--- config.mk ---
export PLATFORM = sky130hd
export DESIGN_NAME = ofm_addr_controller
export DESIGN_NICKNAME = d
export VERILOG_FILES = /design/src/rtl/ofm_addr_controller.sv
export SDC_FILE = /design/constraint.sdc
export NUM_CORES = 1
export LEC_CHECK = 0
export ABC_AREA = 0
export CAP_MARGIN = 20
export CORE_MARGIN = 5
export CORE_UTILIZATION = 50
export DETAILED_ROUTE_END_ITERATION = 6
export PLACE_DENSITY = 0.68
export SLEW_MARGIN = 5
export SYNTH_ARGS = -nofsm -noshare
export SYNTH_HDL_FRONTEND = slang
export SYNTH_SLANG_ARGS = --single-unit
--- constraint.sdc ---
create_clock -name clk -period 3.09 [get_ports clk]
set_input_delay 0.7725 -clock clk [delete_from_list [all_inputs] [get_ports clk]]
set_output_delay 0.7725 -clock clk [all_outputs]
set_load 0.02 [all_outputs]
--- src/rtl/ofm_addr_controller.sv ---
// OFM write-address generator: emits one channel-planar, row-major word address per
// accepted write in tile-scan order (pix, ch, col_tile, row), registered with a valid flag.
module ofm_addr_controller #(
    parameter int ADDR_WIDTH    = 22,
    parameter int SYSTOLIC_SIZE = 16,
    parameter int OFM_SIZE      = 416
) (
    input  logic                  clk,
    input  logic                  rst_n,
    input  logic                  write,
    output logic [ADDR_WIDTH-1:0] ofm_addr,
    output logic                  addr_valid
);
    localparam int TILES  = OFM_SIZE / SYSTOLIC_SIZE;
    localparam int PIX_W  = (SYSTOLIC_SIZE > 1) ? $clog2(SYSTOLIC_SIZE) : 1;
    localparam int TILE_W = (TILES > 1) ? $clog2(TILES) : 1;
    localparam int ROW_W  = (OFM_SIZE > 1) ? $clog2(OFM_SIZE) : 1;

    localparam logic [ADDR_WIDTH-1:0] CH_STEP  = ADDR_WIDTH'(OFM_SIZE * OFM_SIZE);
    localparam logic [ADDR_WIDTH-1:0] ROW_STEP = ADDR_WIDTH'(OFM_SIZE);
    localparam logic [ADDR_WIDTH-1:0] COL_STEP = ADDR_WIDTH'(SYSTOLIC_SIZE);

    logic [PIX_W-1:0]      pix, ch;
    logic [TILE_W-1:0]     col_tile;
    logic [ROW_W-1:0]      row;
    logic [ADDR_WIDTH-1:0] ch_base, row_base, col_base;
    logic [ADDR_WIDTH-1:0] cur_addr;
    logic                  pix_last, ch_last, col_last, row_last;

    // Running bases replace the ch/row/col multiplies; wraps are modulo 2^ADDR_WIDTH.
    assign cur_addr = ch_base + row_base + col_base + ADDR_WIDTH'(pix);

    assign pix_last = (pix == PIX_W'(SYSTOLIC_SIZE - 1));
    assign ch_last  = (ch == PIX_W'(SYSTOLIC_SIZE - 1));
    assign col_last = (col_tile == TILE_W'(TILES - 1));
    assign row_last = (row == ROW_W'(OFM_SIZE - 1));

    always_ff @(posedge clk or negedge rst_n) begin
        if (!rst_n) begin
            pix        <= '0;
            ch         <= '0;
            col_tile   <= '0;
            row        <= '0;
            ch_base    <= '0;
            row_base   <= '0;
            col_base   <= '0;
            ofm_addr   <= '0;
            addr_valid <= 1'b0;
        end else if (write) begin
            ofm_addr   <= cur_addr;
            addr_valid <= 1'b1;
            if (!pix_last) begin
                pix <= pix + 1'b1;
            end else begin
                pix <= '0;
                if (!ch_last) begin
                    ch      <= ch + 1'b1;
                    ch_base <= ch_base + CH_STEP;
                end else begin
                    ch      <= '0;
                    ch_base <= '0;
                    if (!col_last) begin
                        col_tile <= col_tile + 1'b1;
                        col_base <= col_base + COL_STEP;
                    end else begin
                        col_tile <= '0;
                        col_base <= '0;
                        // Last row wraps everything, restarting the frame at address 0.
                        if (!row_last) begin
                            row      <= row + 1'b1;
                            row_base <= row_base + ROW_STEP;
                        end else begin
                            row      <= '0;
                            row_base <= '0;
                        end
                    end
                end
            end
        end else begin
            addr_valid <= 1'b0;
        end
    end
endmodule

==> results summary <==
The run finished with clean final reports. The share of the synthesized area in compound gates (AO/OA/AOI/OAI) is 11.4%. Relative to the synthesized area, the layout overhead comes to 15.0%. The die outline height came out at about 120 µm.

The dominant synthesized flop cell is dfrtp_1. The synthesized-area fraction occupied by adder cells came out at 16.0%. In this design, the stage delay of the slowest critical-path cell is 0.51 ns. Counting the buffers created by CTS gives 9. Before antenna repair, the detailed router went through 5 iterations. Setup violations remaining at the end of the flow were counted as 0.

The final worst clock skew is 0.00551 ns. A synthesized cell averages between 9 and 10 µm². After filler insertion, the fill cell instance count of the layout stands at between 1000 and 1500.

The tree is rooted in a clkbuf_16. The detailed-route DRC error count is 0. The CTS tree is built.

The number of max-slew violations in the final report is 0. By instance count, the leading cell after synthesis is dfrtp_1. The number of core rows came out at 39. The floorplan step set the die width to about 120 µm. The antenna diode count came out at 0. For this run, the top clock speed supported by timing is 339 MHz. The number of vias per cell after detailed routing came out at 5.65. The worst path in the final design needs a cycle of roughly 3 ns, including I/O delays and setup. In this run the tool buffered the top-level ports with 25 buffer cells. Routability-driven placement finished with a final weighted congestion of between 0.8 and 0.9.

The required time at the worst-slack endpoint came out at 3.30 ns. The worst-case headroom to the max-slew limit is 61.9%. The maximum clock insertion buffer count is 2. The most used routing layer is met2.

The largest fanout on the critical path came out at 7. Across the run, the number of max-cap violations was 0. For met1 alone, demand over resource in global routing was 24.5%. Summed over all nets, the half-perimeter wirelength after detailed placement is between 9000 and 10000 µm. The leakage power came out at ~3.2 nW. The total die area came out at roughly 14000 µm². The simple-gate portion of the synthesized area is between 10% and 20%. The largest total area in the synthesized netlist belongs to dfrtp_1. The sort of element at the start of the critical path is a flop.

The worst IR drop on VDD came out at around 0.00057 V. After synthesis, the cell types taking the most area are dfrtp_1 (39%), ha_1 (12%), xnor2_1 (5.6%). The final antenna-violating net count is 0. The setup TNS is 0 ns. The async set-reset flop share out of synthesis came out at 100%.

The areal power density over the cells came out at a little over 600 nW/µm². By area, the combinational part of the netlist is dominated by simple AND/OR/NAND/NOR gates. Sorting the synthesized cells by how often they occur yields dfrtp_1 (92), nand2_1 (68), ha_1 (57). The overall track demand over capacity in global routing is between 15 and 20%. The global-route track usage on met3 came out at 5.05%.

The share of synthesized area spent on multiplexers is under 10%. Summed over all layers, the routed wires come to between 10000 and 15000 µm. The iteration-0 DRC count of the detailed router is roughly 280. The critical path arrival came out at 3.16 ns. The number of cell instances on the worst register-to-register path is 9. The worst register-to-register path ends at ofm_addr[18]$_DFFE_PN0P_.

The clock transition at the registers of the reported paths came out at approximately 0.070 ns. The count of H-tree levels built during CTS came out at 3. The routed layout has 4413 vias. The proportion of layout cells with a drive suffix above 1 is between 10% and 20%. In this run the critical register-to-register path is launched from ch_base[14]$_DFFE_PN0P_. For this configuration, the core starts out at a cell density of 51.1%. The synthesized instance count is a little under 600. The cell that appears most often on the critical path is ha_1. The final worst slack came out at ~0.14 ns.

The number of antenna violations at the first check in global routing came out at 0. The met2 track demand over resource in global routing came out at 30.2%. The total of flip-flops plus latches after synthesis is 92.

The critical path goes through fa_1, ha_1, ha_1, nand4_1, a211oi_2, a21oi_1, a21oi_2, mux2i_1, o311ai_0. The path class of the tightest hold or removal check is in2async. The area share of the leading cell type in the synthesized netlist came out at around two fifths.

The count of synthesis-stage warnings from yosys is 0. The residual overflow from global routing came out at 0. The placement-stage worst setup slack is around 0.066 ns. The final net count came out at a little over 700. The hold buffer count at CTS is 0. The post-synthesis instance area is 5840 µm². For the pin with the worst max-slew slack, the measured transition is about 0.57 ns.

The slowest cell on the critical path is fa_1. Dividing the detail-routed wire length by the instance count gives about 16 µm. The worst setup path is captured at a flop.

The parity-gate share of the synthesized area counting xor and xnor cells is under 10%. The placeable core region came out at around 11000 µm². The sink count of the clock tree came out at 92. The share of the cycle needed by the critical path after routing is a little over nine tenths. The global-route wire length before repair came out at 21300 µm. The register-to-register setup slack is ~0.14 ns. The number of top-level pins is 26. The number of different library cells in the post-synthesis netlist came out at between 50 and 60. Entering global routing, the biggest net connects 67 pins. The number of endpoints with negative hold slack in the final report is 0. The number of global-route vias before repair was between 4000 and 5000. For the worst-skew pair, the clock arrives at the later sink with an insertion delay of roughly 0.35 ns. The critical path class is reg2reg.

The number of synthesized flops with an enable pin is 0. The part of the Yosys area used for sequential elements is about two fifths.
==> critical path, delay by kind of cell (launching register included) <==
family / cells / cell delay (ns)
adder cells (fa/ha/maj): 3 / 1.24
AO/OA/AOI/OAI: 4 / 0.73
flip-flops: 1 / 0.45
AND/OR/NAND/NOR: 1 / 0.20
multiplexers: 1 / 0.19
==> per-layer routing <==
metal  up-vias  part of all wire (%)
met4         0                   1.3
met3        11                   3.1
met5         -                     0
met2        65                    49
met1      2172                    47
li1       2165                     -
==> through the flow <==
stage,power [W],hold WS (ns),instances,instance area [µm²],utilization (%)
3_5_place_dp,0.00299,0.476,763,6340,55.5
6_report,0.00413,0.334,781,6710,58.8
3_3_place_gp,0.00294,0.473,763,6340,55.5
5_1_grt,0.00442,0.340,781,6710,58.8
2_1_floorplan,0.00250,0.460,598,5850,-
4_1_cts,0.00413,0.334,779,6640,58.2
==> layout by cell type, fill, tap and decap left out, drive strengths merged, types with 3 or more instances in the layout <==
cell           instances
dfrtp                 92
nand2                 69
ha                    57
nor2                  50
o21ai                 40
xnor2                 37
a21oi                 33
clkdlybuf4s50         24
inv                   23
xor2                  23
nand3                 20
buf                   20
mux2                  18
nand4                 18
nor3                  14
fa                    11
and3                  10
clkbuf                10
a21o                   8
or3                    6
conb                   5
a31oi                  5
nor4                   4
a211oi                 4
a22o                   3
a41oi                  3
nand2b                 3
o31ai                  3
clkinv                 3
==> what timing repair did <==
item / 4_1_cts / 5_1_grt
endpoints found under the setup margin: 0 / 7
gates resized for setup: 0 / 14
setup buffers: 0 / 2
==> flip-flops by register name (all words and copies together), names as in the netlist <==
name        count
pix             4
ch_base        12
col_tile        5
addr_valid      1
row             9
ch              4
row_base       17
col_base       18
ofm_addr       22
==> worst max-delay path by stage <==
stage,startpoint,endpoint,slack (ns)
floorplan,ch_base[12]$_DFFE_PN0P_,ofm_addr[19]$_DFFE_PN0P_,0.05
global placement,row_base[12]$_DFFE_PN0P_,ofm_addr[19]$_DFFE_PN0P_,0.13
detailed placement,row_base[12]$_DFFE_PN0P_,ofm_addr[19]$_DFFE_PN0P_,0.07
CTS,row_base[12]$_DFFE_PN0P_,ofm_addr[19]$_DFFE_PN0P_,0.06
global route,ch_base[10]$_DFFE_PN0P_,ofm_addr[21]$_DFFE_PN0P_,-0.02
finish,ch_base[14]$_DFFE_PN0P_,ofm_addr[18]$_DFFE_PN0P_,0.14
==> cells by family (layout without fill, tap and decap cells) <==
logic type,after synthesis,in the layout
multiplexers,20,20
adder cells (fa/ha/maj),68,68
AND/OR/NAND/NOR,201,201
XOR/XNOR,60,60
other,1,5
flip-flops,92,92
buffers and inverters,43,83
AO/OA/AOI/OAI,109,109
==> layout make-up <==
cell class | instances | area [µm²] | area share (%)
Clock buffer | 10 | 239 | 3.56
Inverter | 23 | 86.3 | 1.29
Sequential cell | 92 | 2300 | 34.3
Tap cell | 143 | 179 | 2.67
Clock inverter | 6 | 63.8 | 0.951
Multi-Input combinational cell | 463 | 3430 | 51.0
Timing Repair Buffer | 44 | 415 | 6.19
==> where the power goes <==
part	switching (W)	internal, W
clock network	0.000476	0.000647
logic	0.000775	0.000666
registers	0.000174	0.00139
total	0.00142	0.00270
(Power assumes the default switching activity.)
